File: src/rtl/irq_gen.sv
// Interrupt aggregator: per-source pending latch with edge/level capture, mask, and a hold-off counter that paces pulses.
// Define IRQ_GEN_SYNC_EN to insert a two-flop synchronizer on every dev_irq line.
`timescale 1ns/1ps
module irq_gen #(
    parameter int HOLD_W = 16
) (
    input  logic              clk,
    input  logic              rst_n,
    input  logic [30:1]       dev_irq,
    input  logic              cfg_we,
    input  logic [1:0]        cfg_addr,
    input  logic [31:0]       cfg_wdata,
    output logic [31:0]       cfg_rdata,
    output logic [30:1]       ir_map
);

    localparam logic [1:0] ADDR_MASK = 2'd0;
    localparam logic [1:0] ADDR_EDGE = 2'd1;
    localparam logic [1:0] ADDR_PEND = 2'd2;
    localparam logic [1:0] ADDR_HOLD = 2'd3;

    function automatic logic [HOLD_W-1:0] sat_dec(input logic [HOLD_W-1:0] v);
        return (v == '0) ? v : v - {{(HOLD_W-1){1'b0}}, 1'b1};
    endfunction

    logic [30:1]       mask_q, mask_d;
    logic [30:1]       edge_en_q, edge_en_d;
    logic [30:1]       pend_q, pend_d;
    logic [30:1]       prev_q, prev_d;
    logic [30:1]       irmap_q, irmap_d;
    logic [HOLD_W-1:0] hold_q, hold_d;
    logic [HOLD_W-1:0] cnt_q, cnt_d;
    logic [30:1]       samp;
    logic [30:1]       set_cond;
    logic [30:1]       eligible;
    logic [30:1]       clr;
    logic              issue;
    logic              unused_wdata;

    assign unused_wdata = cfg_wdata[31];

`ifdef IRQ_GEN_SYNC_EN
    logic [30:1] sync1_q, sync2_q;

    always_ff @(posedge clk) begin
        if (!rst_n) begin
            sync1_q <= '0;
            sync2_q <= '0;
        end else begin
            sync1_q <= dev_irq;
            sync2_q <= sync1_q;
        end
    end

    assign samp = sync2_q;
`else
    assign samp = dev_irq;
`endif

    always_comb begin
        set_cond  = (edge_en_q & samp & ~prev_q) | (~edge_en_q & samp);
        eligible  = pend_q & mask_q;
        issue     = (cnt_q == '0) && (|eligible);

        clr       = issue ? eligible : '0;
        mask_d    = mask_q;
        edge_en_d = edge_en_q;
        hold_d    = hold_q;
        if (cfg_we) begin
            case (cfg_addr)
                ADDR_MASK: mask_d    = cfg_wdata[30:1];
                ADDR_EDGE: edge_en_d = cfg_wdata[30:1];
                ADDR_PEND: clr       = clr | cfg_wdata[30:1];
                default:   hold_d    = cfg_wdata[HOLD_W-1:0];
            endcase
        end

        // A fresh set condition beats any clear on the same bit.
        pend_d  = (pend_q & ~clr) | set_cond;
        irmap_d = issue ? eligible : '0;
        cnt_d   = issue ? hold_q : sat_dec(cnt_q);
        prev_d  = samp;
    end

    always_ff @(posedge clk) begin
        if (!rst_n) begin
            mask_q    <= '0;
            edge_en_q <= '0;
            pend_q    <= '0;
            prev_q    <= '0;
            irmap_q   <= '0;
            hold_q    <= '0;
            cnt_q     <= '0;
        end else begin
            mask_q    <= mask_d;
            edge_en_q <= edge_en_d;
            pend_q    <= pend_d;
            prev_q    <= prev_d;
            irmap_q   <= irmap_d;
            hold_q    <= hold_d;
            cnt_q     <= cnt_d;
        end
    end

    always_comb begin
        cfg_rdata = '0;
        case (cfg_addr)
            ADDR_MASK: cfg_rdata = {1'b0, mask_q, 1'b0};
            ADDR_EDGE: cfg_rdata = {1'b0, edge_en_q, 1'b0};
            ADDR_PEND: cfg_rdata = {1'b0, pend_q, 1'b0};
            default:   cfg_rdata[HOLD_W-1:0] = hold_q;
        endcase
    end

    assign ir_map = irmap_q;

endmodule

File: config.mk
export PLATFORM = sky130hd
export DESIGN_NAME = irq_gen
export DESIGN_NICKNAME = d
export VERILOG_FILES = /design/src/rtl/irq_gen.sv
export SDC_FILE = /design/constraint.sdc
export NUM_CORES = 1
export LEC_CHECK = 0
export BUFFER_PORTS_ARGS = -buffer_cell sky130_fd_sc_hd__buf_2
export CAP_MARGIN = 20
export CORE_MARGIN = 1
export CORE_UTILIZATION = 60
export CTS_CLUSTER_SIZE = 16
export DETAILED_ROUTE_END_ITERATION = 12
export GPL_TIMING_DRIVEN = 1
export HOLD_SLACK_MARGIN = 0.03
export PLACE_DENSITY_LB_ADDON = 0.25
export SLEW_MARGIN = 15
export SYNTH_ARGS = -nofsm -noshare
export SYNTH_HDL_FRONTEND = slang
export SYNTH_SLANG_ARGS = --single-unit
File: constraint.sdc
create_clock -name clk -period 4 [get_ports clk]
set_input_delay 0.2 -clock clk [delete_from_list [all_inputs] [get_ports clk]]
set_output_delay 0.2 -clock clk [all_outputs]
set_load 0.05 [all_outputs]
Yosys cells after proc, flatten, opt, wreduce, memory -nomap -nowiden
Cells that the tools add are included. W data, S select, Z words.

Bits in latches: 0. Memory bits (writable): 0. Input port bits: 67. Memories kept: 0. Bits in registers: 182. ROM bits: 0. Logic and storage cells: 38.

Reduce and logical (&&, ||, !) cells: 8. Shift-type cells: 0. Multipliers: 0. Mux-type cells: 7. Divide/modulo/power cells: 0. Order comparisons: 0. Bitwise logic cells: 12. $add $sub $neg: 1. Equality and inequality tests: 3.

Operator list (number): $and A30 B30 Y30 (5); $mux W30 (3); $not A30 Y30 (3); $or A30 B30 Y30 (3); $pmux W16 S3 (1); $pmux W15 S3 (1); $mux W16 (2); $reduce_or A30 Y1 (1); $logic_not A16 Y1 (1); $sub A16 B1 Y16 const B (1); $reduce_and A2 Y1 (3); $reduce_or A3 Y1 (1); $eq A2 B1 Y1 const B (1); $eq A2 B2 Y1 const B (1); $logic_not A2 Y1 (1); $ne A2 B2 Y1 const B (1); $logic_and A1 B1 Y1 (1); $not A1 Y1 (1).

Logic depth before layout (Yosys ltp)
Gate-level depths: netlist (run 1).

Word-level depth: 10. Mapped depth: 8. Depth with buffers taken out: 7.

Least setup slack after synthesis (run 1)
OpenSTA, ideal clock, no wires.

Kind: input to output. Start: input cfg_addr[0]. End: output cfg_rdata[21]. Arrival: 2688 ps. Required time: 3800 ps. Stages: 5. Setup slack: 1112 ps. Path through: clkbuf_1 buf_1 clkbuf_1 mux2i_1 o21ai_0.

Word-level cells in the longest chain between the ends: 2.

Ends and longest elaborated chain: from (decl) (RTL line 11) `input logic [1:0] cfg_addr,`; $eq A2 B2 Y1, or another cell as far along (RTL line 107) `case (cfg_addr)`; $pmux W15 S3 (*) (RTL line 107); to (decl) (RTL line 13) `output logic [31:0] cfg_rdata,`.

Mark *: on every way between the ends. The rest lies on a longest branch, timed or not.

Final worst setup path (run 1)
Start: register cnt_q[2]. End: register cnt_q[10].

Word-level cells in the longest chain between the ends: 3.

Ends and longest elaborated chain: from (decl) (RTL line 32) `logic [HOLD_W-1:0] cnt_q, cnt_d;`; from (signal assigned) (RTL line 101) `cnt_q <= cnt_d;`; $sub A16 B1 Y16 or $logic_not A16 Y1 (tied branches) (RTL line 23, 63); $mux W16 or $logic_and A1 B1 Y1 (tied branches) (RTL line 23, 63); $mux W16 or $ne A2 B2 Y1 (tied branches).

Several ways; a longest one is shown, not always the timed one. The select of a mux whose other input is x is not followed. A chain may end at the register's enable or synchronous reset.

==> results of run 1 <==
-- metal layers --
layer	global-route usage (%)	wire length, um	share of wire (%)
met5	0	0	0
met4	13.0	435	2.1
met3	7.40	2040	9.8
met2	55.4	9900	47
met1	45.1	8500	41
-- area by class of cell --
type	instances	share of cell area, %
Clock buffer	23	5.47
Clock inverter	8	1.06
Inverter	4	0.165
Multi-Input combinational cell	611	37.7
Sequential cell	182	40.0
Tap cell	143	1.96
Timing Repair Buffer	190	13.7
-- per-stage QoR --
step / setup slack (ns) / hold WS (ns) / instance area, um2
floorplan: 1.11 / 0.336 / 7320
global placement: 1.31 / 0.432 / 8000
detailed placement: 1.30 / 0.435 / 8000
CTS: 1.30 / 0.0303 / 9070
global route: 1.14 / 0.0302 / 9110
finish: 1.24 / 0.0372 / 9110
-- worst register-to-register path: cells and delay by family (launching register included) --
family,cells,cell delay (ns)
and+or+nand+nor,4,1.47
buffers and inverters,2,0.68
DFF,1,0.34
AOI/OAI and AO/OA,1,0.21
-- state kept, by name, summed over array words and instances (netlist names) --
register,count
edge_en_q,30
prev_q,30
hold_q,16
pend_q,30
mask_q,30
cnt_q,16
ir_map,30
-- cell families after synthesis --
| logic type | synth area share, % |
|---|---|
| and+or+nand+nor | 23.4 |
| DFF | 49.8 |
| AOI/OAI and AO/OA | 14.9 |
| buffers and inverters | 3.47 |
| muxes | 6.80 |
| xor gates and xnor gates | 1.32 |
| adders and majority gates | 0.342 |
| other | 0.0512 |
-- Yosys cell counts (2+ instances only) --
master | instances | share of area, %
ha_1 | 2 | 0.34
dfxtp_1 | 182 | 50
or3_1 | 2 | 0.17
and2_1 | 31 | 2.6
nor2_1 | 25 | 1.3
xnor2_1 | 7 | 0.84
a22o_1 | 32 | 3.8
buf_2 | 5 | 0.34
clkbuf_1 | 43 | 2.2
xor2_1 | 4 | 0.48
mux4_2 | 15 | 4.6
buf_1 | 3 | 0.15
o21ai_0 | 16 | 1.1
nor3b_1 | 2 | 0.20
nor3_1 | 7 | 0.48
and3_1 | 14 | 1.2
mux2i_1 | 16 | 2.2
a21o_1 | 3 | 0.31
o2bb2ai_1 | 9 | 1.1
nor4_1 | 3 | 0.26
nand2_1 | 253 | 13
inv_1 | 3 | 0.15
buf_6 | 3 | 0.46
nand4_1 | 6 | 0.51
a21oi_1 | 108 | 7.4
nand3_1 | 34 | 2.3
a22oi_1 | 5 | 0.51
-- report_power, final --
| group | internal, mW | switching, mW |
|---|---|---|
| Clock | 0.996 | 0.691 |
| Sequential | 1.94 | 0.105 |
| Combinational | 0.349 | 0.557 |
| Total | 3.28 | 1.35 |
-- what timing repair did --
item                                   CTS  global route
endpoints found under the hold margin   60             2
resized for setup                        0             0
hold buffers                            47             2
-- path summary, 6_finish.rpt --
kind	endpoint	slack, ns	depth (start not counted)
worst max-delay path	cnt_q[10]	1.24	7
worst min-delay path	edge_en_q[8]	0.04	3
worst max register to register	cnt_q[10]	1.24	7
worst min register to register	edge_en_q[24]	0.48	2
==> results by group, run 1 <==
Worst setup path
  • Slowest cell delay on critical path: 0.56 ns
  • Crit path max fanout: 26
  • Buffers & Inverters on Critical Path: 2
  • CP top delay family: simple AND/OR/NAND/NOR gates
  • Critical path type: flop to flop
  • Worst setup SP type: flop
  • Endpoint class of the critical path: flop
  • Slowest CP cell: or4_4
  • Crit path launch: cnt_q[2]
  • Critical path, cell by cell: or4_4, or4b_4, nor4_4, buf_4, and3_1, buf_4, a22o_1
  • Worst path required time: 4.38 ns
  • Most common cell type on the critical path: buf_4
  • Reg-to-reg critical path startpoint: cnt_q[2]
  • Worst EP arrival: 3.14 ns

Layout
  • Fin cells: 1161
  • Share of layout cells above drive strength 1: 19.0%
  • Nets@finish: 1075
  • Area of the multi-input gates: 3430 um2
  • Most common cell after layout, fill and taps aside: nand2_1
  • Final Core Density: 78.1%
  • Inserted Diodes: 0
  • Most frequent cells in the layout: 253 x nand2_1, 182 x dfxtp_1, 126 x buf_2, 108 x a21oi_1, 49 x dlygate4sd3_1
  • Sequential cell area: 3640 um2
  • Area growth from synthesis to layout: 24.4%
  • Fillers: 803

Min path
  • HP Class: input pin to flop
  • HP Start: cfg_wdata[8]

Placed design
  • Gpl congestion: 0.824
  • Placed cells: 1080
  • DP HPWL: 12500 um
  • Port-buffer cells: 126

Timing
  • Final setup viols: 0
  • RSZ-0062 raised after global routing: no
  • Final setup skew: 0.00649 ns
  • Fmax: 362 MHz
  • Final setup TNS: 0 ns
  • Final period utilization: 69.0%
  • Slew @ Worst Pin: 0.971 ns
  • Slew Limit Fails: 0
  • Final Critical Period: 2.76 ns
  • Slew HR: 35.0%
  • Endpoints failing hold: 0

GRT
  • Total track usage: 34.2%
  • Vias in the first global route: 6613
  • Congestion Overflow GR: 0
  • Largest net degree at the start of global routing: 69
  • Initial antenna violation count: 0
  • First-pass GRT wire length: 33500 um

CTS
  • CTS tree: yes
  • Clk sinks: 182
  • Clock Tree Buf Depth: 2
  • CTS buffer count: 17
  • Clk_lat worst skew: 0.44 ns
  • H-Tree Level Count: 4
  • Post-CTS Setup Bufs: 0
  • Root buffer selected by CTS: clkbuf_16
  • CTS clk-pin slew, worst paths: 0.06 ns

Route
  • DRT Pass-1 Iters: 6
  • Via count: 6822
  • Number of vias per cell: 5.88
  • Drt wl/cell: 18.0 um
  • Total Routed Length: 20900 um
  • ANT nets after route: 0
  • Iteration-0 DRC Markers: 851
  • DRC violations left: 0

Synth
  • Sequential share of the synthesized area: 49.8%
  • Top_reg_cell synth: dfxtp_1
  • Synth Warn #: 0
  • Mapped Area: 7320 um2
  • Post-synth EDFFs: 0
  • Gate Count Post-Synth: 852
  • Seq cells post-synth: 182
  • Post-Syn Area per Cell: 8.59 um2
  • Net Count, Synth: 921
  • Ys async rst share: 0%
  • Yosys cell types: 46

Die
  • Rows: 39
  • Starting Density: 62.8%
  • Die Wd: 112 um
  • IO Pins: 129
  • Die height: 112 um
  • DIE AREA: 12600 um2
  • Core area: 11700 um2

Power
  • Total design power: 4.64 mW
  • Worst vdd ir: 414 uV
  • Pwr dens: 509 nW/um2
  • Leakage power: 3.78 nW

Run
  • Max cap viols: 0

Outcome
  • Status: finished, final reports clean
No activity file was read; power rests on OpenSTA's default activity.
==> run 2, diff against run 1 <==
--- a/config.mk
+++ b/config.mk
@@ -8,7 +8,7 @@
 export BUFFER_PORTS_ARGS = -buffer_cell sky130_fd_sc_hd__buf_2
 export CAP_MARGIN = 20
 export CORE_MARGIN = 1
-export CORE_UTILIZATION = 60
+export CORE_UTILIZATION = 50
 export CTS_CLUSTER_SIZE = 16
 export DETAILED_ROUTE_END_ITERATION = 12
 export GPL_TIMING_DRIVEN = 1
==> constraint.sdc (replaced) <==
create_clock -name clk -period 2.46 [get_ports clk]
set_input_delay 0.123 -clock clk [delete_from_list [all_inputs] [get_ports clk]]
set_output_delay 0.123 -clock clk [all_outputs]
set_load 0.05 [all_outputs]
==> run 2 against run 1 <==
Worst setup slack lost 1.2 ns; clock-buffer cell count decreased by 4; combinational power grew 77%; wire length up 5.5%; first-iteration DRC count shrank 14%; critical endpoint is now pend_q[21]; largest power group unchanged.
==> results by group, run 2 (same netlist as run 1, synthesis figures left out) <==
Outcome
  • Status: finished, final reports clean

Power
  • Pwr dens: 807 nW/um2
  • Reg power frac: 43.7%
  • Total design power: 7.60 mW
  • Combinational fraction of design power: 21.0%
  • Sw Share: 30.0%
  • Worst vdd ir: 581 uV
  • Net switching power: 2.28 mW
  • Leakage power: 3.88 nW
  • Clk pwr share: 35.2%
  • Pint: 5.32 mW

GRT
  • Congestion Overflow GR: 0
  • Initial antenna violation count: 1
  • Total track usage: 30.0%
  • Largest net degree at the start of global routing: 42
  • Vias in the first global route: 6536
  • First-pass GRT wire length: 34300 um

Worst setup path
  • Worst path required time: 2.79 ns
  • Worst setup SP type: flop
  • Worst reg-to-reg path cell count: 7
  • Critical path type: flop to flop
  • FF-to-FF End: pend_q[21]
  • Reg-to-reg critical path startpoint: cnt_q[3]
  • Crit path launch: cnt_q[3]
  • Worst R2R Setup Slack: 0.04 ns
  • Setup crit end: pend_q[21]
  • Endpoint class of the critical path: flop
  • Worst EP arrival: 2.75 ns
  • Crit path max fanout: 8

Die
  • Die Wd: 123 um
  • Rows: 43
  • IO Pins: 129
  • Core area: 14100 um2
  • DIE AREA: 15100 um2
  • Starting Density: 51.9%
  • Die height: 123 um

Placed design
  • Gpl congestion: 0.882
  • Placement Cell Area: 8180 um2
  • DP HPWL: 14000 um
  • Pre-CTS setup slack: 0.00351 ns
  • Port-buffer cells: 126
  • Placed cells: 1130

CTS
  • Clk_lat worst skew: 0.44 ns
  • Clock Tree Buf Depth: 2
  • H-Tree Level Count: 4
  • Clk sinks: 182
  • CTS buffer count: 17
  • Root buffer selected by CTS: clkbuf_16
  • CTS tree: yes
  • CTS clk-pin slew, worst paths: 0.06 ns

Route
  • ANT nets after route: 0
  • Number of vias per cell: 5.63
  • DRT Pass-1 Iters: 5
  • Drt wl/cell: 18.0 um
  • DRC violations left: 0
  • Total Routed Length: 22000 um
  • Via count: 6889
  • Iteration-0 DRC Markers: 729

Timing
  • Final Critical Period: 2.42 ns
  • Final setup TNS: 0 ns
  • Endpoints failing hold: 0
  • Fmax: 413 MHz
  • Final period utilization: 98.5%
  • Final setup skew: 0.0116 ns
  • Setup ws final: 0.0374 ns
  • Slew @ Worst Pin: 0.782 ns
  • RSZ-0062 raised after global routing: yes
  • Final setup viols: 0
  • Slew Limit Fails: 0
  • Slew HR: 47.9%

Layout
  • Most common cell after layout, fill and taps aside: nand2_1
  • Area growth from synthesis to layout: 28.6%
  • Final Instance Area: 9420 um2
  • Share of layout cells above drive strength 1: 19.9%
  • Nets@finish: 1101
  • Fin cells: 1224
  • Most frequent cells in the layout: 253 x nand2_1, 181 x dfxtp_1, 126 x buf_2, 108 x a21oi_1, 61 x dlygate4sd3_1

Min path
  • HP Class: input pin to flop

Run
  • Max cap viols: 0
run 2: cell types whose count changed in the layout (fill, tap and decap cells not counted), moves of 2 or more:
cell	before	now
buf_12	1	3
buf_6	0	3
o21ai_1	0	9
buf_4	14	22
dlygate4sd3_1	49	61
clkinvlp_4	1	5
clkbuf_8	5	1
clkinv_2	4	1
o21ai_0	16	7
run 2: repair_timing:
action,CTS,global route
buffers inserted,0,1
hold buffers,61,0
pin swaps,0,0
resized for setup,1,5
endpoints found under the setup margin,2,38
endpoints found under the hold margin,123,0
cloned,0,1
run 2: how the worst min path moves through the flow:
stage | slack [ns] | endpoint | start | cells past startpoint
after floorplan | 0.26 | hold_q[0] | cfg_wdata[0] | 2
after global placement | 0.35 | prev_q[14] | dev_irq[14] | 2
after detailed placement | 0.35 | prev_q[12] | dev_irq[12] | 2
after CTS | 0.14 | mask_q[4] | cfg_we | 4
after global routing | 0.17 | mask_q[4] | cfg_we | 4
final | 0.16 | mask_q[4] | cfg_we | 4
run 2: layer usage:
layer | GRT usage (%) | share of wire, % | up-vias
met4 | 10.9 | 2.2 | 0
met3 | 6.50 | 7.4 | 34
met2 | 48.5 | 47 | 295
met1 | 39.6 | 43 | 3283
met5 | 0 | 0 | -
li1 | - | - | 3277
run 2: area by class of cell:
class,count,area [um2]
antenna,1,2.50
clock buffer,19,443
clock inverter,11,129
fill,1145,4680
inverter,4,15.0
multi-input combinational,611,3430
sequential,182,3640
tap,180,225
timing repair buffer,216,1530
run 2: stage by stage:
stage | hold slack (ns) | util (%)
floorplan | 0.259 | -
global placement | 0.353 | 58.1
detailed placement | 0.354 | 58.1
CTS | 0.144 | 66.5
global route | 0.175 | 66.8
finish | 0.156 | 66.8
run 2: power groups by stage:
stage,clock network (mW),registers (mW),logic [mW]
after detailed placement,0,3.38,1.45
final,2.68,3.32,1.60
after CTS,2.69,3.31,1.54
after global placement,0,3.37,1.44
after floorplan,0,3.34,1.06
after global routing,2.82,3.34,1.72
run 2: worst max-delay path, cell delays in order, from the launching register on:
cell     delay [ns]
dfxtp_2        0.34
or4_4          0.53
or4b_4         0.54
nor4_4         0.21
buf_6          0.18
buf_4          0.18
nand3_1        0.09
a22o_1         0.24
